$ cat src/rtl/dsp_result_collector.sv
// -----------------------------------------------------------------------------
// dsp_result_collector
//
// Output-side companion to the DSP48A1 operand input register stages.
// Every operation accepted into the DSP pipeline launches a valid token.
// The token travels down a LATENCY-deep shift register, so it reaches the end
// in the same cycle that the matching P/CARRYOUT value is on p_in/carry_in.
// The result is then captured into a small FIFO and offered downstream on a
// ready/valid stream.
//
// Issue is gated by credits. "used" counts buffered results plus operations
// still in flight. An issue is only accepted while used < FIFO_DEPTH, so a
// result arriving at the end of the pipeline always finds a free FIFO slot.
// This holds even while downstream holds m_ready low.
//
// Ports:
//   clk          rising-edge clock
//   rst_n        asynchronous active-low reset
//   flush        synchronous clear of tracker, FIFO and counters
//   issue_valid  an operand set is presented to the DSP this cycle
//   issue_ready  a credit is available (registered-only path)
//   p_in         DSP P output
//   carry_in     DSP CARRYOUT
//   m_valid      result available at FIFO head
//   m_ready      downstream accepts the head
//   m_data       head result
//   m_carry      head carry
//   used         FIFO occupancy plus in-flight operations
//   drop_err     sticky: issue_valid seen while issue_ready was low
//
// Handshake semantics (both sides):
//   A transfer happens on a rising edge where valid and ready are both high.
//   On the issue side, issue_ready depends only on registered state.
//   On the output side, m_valid/m_data/m_carry depend only on registered state.
//   Neither valid may depend combinationally on the opposite ready.
// -----------------------------------------------------------------------------
module dsp_result_collector #(
  parameter int P_WIDTH    = 48,
  parameter int LATENCY    = 4,
  parameter int FIFO_DEPTH = 4,
  parameter int CNT_W      = 4
) (
  input  logic               clk,
  input  logic               rst_n,
  input  logic               flush,
  input  logic               issue_valid,
  output logic               issue_ready,
  input  logic [P_WIDTH-1:0] p_in,
  input  logic               carry_in,
  output logic               m_valid,
  input  logic               m_ready,
  output logic [P_WIDTH-1:0] m_data,
  output logic               m_carry,
  output logic [CNT_W-1:0]   used,
  output logic               drop_err
);

  localparam int AW = (FIFO_DEPTH > 1) ? $clog2(FIFO_DEPTH) : 1;
  localparam logic [CNT_W-1:0] DEPTH_C = CNT_W'(FIFO_DEPTH);

  // Token tracker and counters
  logic [LATENCY-1:0] vld_sr;
  logic [LATENCY-1:0] vld_sr_next;
  logic [CNT_W-1:0]   inflight;
  logic [CNT_W-1:0]   inflight_next;
  logic [CNT_W-1:0]   count;
  logic [CNT_W-1:0]   count_next;

  // FIFO storage: {carry, P}
  logic [P_WIDTH:0]   mem [FIFO_DEPTH];
  logic [AW-1:0]      wr_ptr;
  logic [AW-1:0]      rd_ptr;

  logic accept;
  logic reject;
  logic push;
  logic pop;

  // ---------------------------------------------------------------------------
  // Credit and handshake decode.
  // used/issue_ready come from registers only. A pop therefore frees its
  // credit one cycle later, when count has actually dropped.
  // ---------------------------------------------------------------------------
  assign used        = count + inflight;
  assign issue_ready = (used < DEPTH_C);

  assign accept = issue_valid & issue_ready;
  assign reject = issue_valid & ~issue_ready;

  // The oldest token lines up with the cycle its P value is on p_in.
  assign push = vld_sr[LATENCY-1];

  assign m_valid = (count != '0);
  assign pop     = m_valid & m_ready;

  assign {m_carry, m_data} = mem[rd_ptr];

  // ---------------------------------------------------------------------------
  // Next-state logic
  // ---------------------------------------------------------------------------
  always_comb begin
    vld_sr_next    = vld_sr << 1;
    vld_sr_next[0] = accept;

    inflight_next = inflight;
    case ({accept, push})
      2'b10:   inflight_next = inflight + 1'b1;
      2'b01:   inflight_next = inflight - 1'b1;
      default: inflight_next = inflight;
    endcase

    count_next = count;
    case ({push, pop})
      2'b10:   count_next = count + 1'b1;
      2'b01:   count_next = count - 1'b1;
      default: count_next = count;
    endcase
  end

  // ---------------------------------------------------------------------------
  // Control state. flush wins over any accept/push/pop in the same cycle, so
  // tokens still in the pipe are dropped and their results never land.
  // ---------------------------------------------------------------------------
  always_ff @(posedge clk or negedge rst_n) begin
    if (!rst_n) begin
      vld_sr   <= '0;
      inflight <= '0;
      count    <= '0;
      wr_ptr   <= '0;
      rd_ptr   <= '0;
      drop_err <= 1'b0;
    end else if (flush) begin
      vld_sr   <= '0;
      inflight <= '0;
      count    <= '0;
      wr_ptr   <= '0;
      rd_ptr   <= '0;
      drop_err <= 1'b0;
    end else begin
      vld_sr   <= vld_sr_next;
      inflight <= inflight_next;
      count    <= count_next;
      if (push) begin
        wr_ptr <= wr_ptr + 1'b1;
      end
      if (pop) begin
        rd_ptr <= rd_ptr + 1'b1;
      end
      if (reject) begin
        drop_err <= 1'b1;
      end
    end
  end

  // ---------------------------------------------------------------------------
  // Storage. It is cleared on reset so the head reads as zero straight out of
  // reset. flush leaves the contents alone, because m_valid already hides them.
  // ---------------------------------------------------------------------------
  always_ff @(posedge clk or negedge rst_n) begin
    if (!rst_n) begin
      for (int i = 0; i < FIFO_DEPTH; i++) begin
        mem[i] <= '0;
      end
    end else if (push && !flush) begin
      mem[wr_ptr] <= {carry_in, p_in};
    end
  end

endmodule

$ cat config.mk
export PLATFORM = sky130hd
export DESIGN_NAME = dsp_result_collector
export DESIGN_NICKNAME = d
export VERILOG_FILES = /design/src/rtl/dsp_result_collector.sv
export SDC_FILE = /design/constraint.sdc
export NUM_CORES = 1
export LEC_CHECK = 0
export ABC_AREA = 0
export BUFFER_PORTS_ARGS = -buffer_cell sky130_fd_sc_hd__buf_2
export CAP_MARGIN = 20
export CORE_AREA = 2 2 146 254
export DETAILED_ROUTE_END_ITERATION = 6
export DIE_AREA = 0 0 148 256
export REMOVE_ABC_BUFFERS = 1
export SYNTH_ARGS = -nofsm -noshare
export SYNTH_HDL_FRONTEND = slang
export SYNTH_SLANG_ARGS = --single-unit
$ cat constraint.sdc
create_clock -name clk -period 8 [get_ports clk]
set_input_delay 2 -clock clk [delete_from_list [all_inputs] [get_ports clk]]
set_output_delay 2 -clock clk [all_outputs]
set_load 0.05 [all_outputs]
==> results.md <==
- PortBufs: 109
- Final setup margin: 3.24 ns
- Power per cell area: 308 nW/um^2
- Status: complete, no violations
- Register area share after synthesis: 55.8%
- Initial DRT Pass Iterations: 4
- Post-Route WL: 21.1 mm
- CTS root buf: clkbuf_16
- Slew HR: 37.3%
- Max Freq: 210 MHz
- Final core utilization: 31.5%
- Mapped cell area: 9550 sq um
- Die Wd: 148 um
- Worst Setup End Kind: output pin
- Height of the die: 256 um
- Pin count of the biggest net entering global routing: 110
- Share of layout cells above drive strength 1: 57.8%
- P&R area growth vs syn: 18.5%
- Vias in the first global route: 6121
- Slew @ Worst Pin: 0.940 ns
- CP Max Fanout: 28
- Die ar.: 37900 sq um
- Initial antenna violation count: 1
- FF+latch count, synth: 213
- Routed Antenna Nets: 0
- Setup-failing EPs final: 0
- Overflow after GRT: 0
- Min cycle time layout: 4.76 ns
- Commonest non-fill, non-tap cells in the layout: 211 x dfrtp_1, 197 x mux2_2, 108 x buf_2
- Fillers: 3588
- Via-per-instance ratio: 4.55
- Top-area cell type share of the netlist area: 55.8%
- Fin cells: 1180
- CTS tree: done
- Clock-pin slew on the worst setup and hold paths: 0.06 ns
- H-tree depth: 1
- Dpl ws: 3.68 ns
- Nets: 761
- Max-slew violations: 0
- Ranking of synthesized cells by area: dfrtp_1 56%, mux2_2 23%, mux4_2 12%
- Post_cts resized: 0
- Initial Utilization: 26.6%
- Via count: 5366
- Post-synthesis area per instance: 16.2 sq um
- Crit path DAT: 2.76 ns
- Worst clock skew: 0.0170 ns
- Row count: 92
- CTS Hold Buffers Added: 0
- RSZ-0062 raised after global routing: false
- First-pass GRT wire length: 34.0 mm
- DRC errors left: 0
- Hold WC Path Type: reg -> reg
- DP HPWL: 13.3 mm
- Crit share post-route: 59.6%
- Syn Inst Count: 589
- YS warnings: 0
- EDFF count, synth: 0
- CTS Buf Count: 23
- Placed instance count: 1139
- Wirelength per Cell: 17.9 um
- Leak pwr: 5.56 nW
- Asr flop ratio synth: 100%
- # Max-Cap Violations: 0
- Routability cong.: 0.701
- Clk buf depth: 3
- Starting DRT DRC Count: 150
- Main synth FF type: dfrtp_1
- Post-CTS Repair Setup Buffers: 0
- I/O pin count: 110
- Tot Pwr: 3.48 mW
- Startpoint types: flip-flop
- Critical path class: reg -> out
- Commonest non-fill, non-tap cell in the layout: dfrtp_1
- Worst-skew pair later-pin latency: 0.53 ns
- Fin. Hold Viols: 0
- Largest area contributor in the netlist: dfrtp_1
- Setup tns final: 0 ns
- Peak VDD IR: 0.255 mV
- Netlist cell types: 42
- Core ar.: 35900 sq um
- Worst EP required: 6.00 ns
- Gr usage total: 11.4%
- Clock sink count: 213
## metal layers
layer / up-vias / track usage [%] / wire (um)
li1: 2378 / - / -
met1: 2878 / 12.5 / 8000
met2: 75 / 21.6 / 11800
met3: 35 / 1.53 / 668
met4: 0 / 4.52 / 592
met5: - / 0 / 0
## logic make-up (layout without fill, tap and decap cells)
group	after synthesis	in the layout	synth area share, %
buf+inv	41	161	2.01
compound gates	19	19	1.68
xor+xnor	14	14	1.44
mux	249	249	35.1
flops	213	213	55.8
fa+ha+maj	13	13	1.86
simple gates	40	40	2.06
other cells	0	1	0
## worst max-delay path, cell delays in order (launching register included)
cell,delay [ns]
dfrtp_4,0.76
buf_4,0.60
mux4_2,0.59
buf_2,0.24
## cells in the mapped netlist (2+ instances only)
cell / n
ha_1: 11
clkbuf_1: 20
mux2_2: 197
mux2i_1: 3
inv_1: 5
dfrtp_1: 213
nand3_1: 3
nand2_1: 10
mux4_2: 49
buf_2: 13
xor2_1: 3
xor2_2: 2
a21oi_1: 5
o21ai_0: 2
fa_1: 2
nor2_1: 12
nor4_1: 2
nor2b_1: 5
xnor2_1: 9
## stage by stage
stage | hold slack [ns] | cell area [sq um]
floorplan | 0.439 | 9370
global placement | 0.449 | 10600
detailed placement | 0.457 | 10600
CTS | 0.475 | 11300
global route | 0.494 | 11300
finish | 0.470 | 11300
## sequential cells by signal, indices dropped and copies added, names as in the netlist
| signal | flops |
|---|---|
| mem | 196 |
| count | 4 |
| inflight | 4 |
| vld_sr | 4 |
| rd_ptr | 2 |
| wr_ptr | 2 |
| drop_err | 1 |
## report_power, final
group | internal [mW] | switching, mW
Clock | 0.593 | 0.431
Sequential | 1.19 | 0.104
Combinational | 0.404 | 0.759
## layout make-up
type,count,area [sq um],share of cell area (%)
sequential,213,5340,47.2
multi-input combinational,335,4030,35.7
clock buffer,34,647,5.72
timing repair buffer,116,619,5.48
tap,470,588,5.20
clock inverter,6,65.1,0.575
inverter,5,18.8,0.166
antenna,1,2.50,0.0221
## path summary, 6_finish.rpt
kind | start | endpoint | slack (ns) | depth (start not counted)
hold / removal | vld_sr[0]$_DFF_PN0_ | vld_sr[1]$_DFF_PN0_ | 0.47 | 1
max in group asynchronous | rst_n | mem[45]$_DFFE_PN0P_ | 5.36 | 2
min in group asynchronous | rst_n | mem[60]$_DFFE_PN0P_ | 1.55 | 1
hold reg to reg | vld_sr[0]$_DFF_PN0_ | vld_sr[1]$_DFF_PN0_ | 0.47 | 1
setup reg to reg | count[0]$_DFFE_PN0P_ | inflight[3]$_DFFE_PN0P_ | 4.56 | 12
setup / recovery | rd_ptr[0]$_DFFE_PN0P_ | m_data[43] | 3.24 | 3
(Power assumes the default switching activity.)
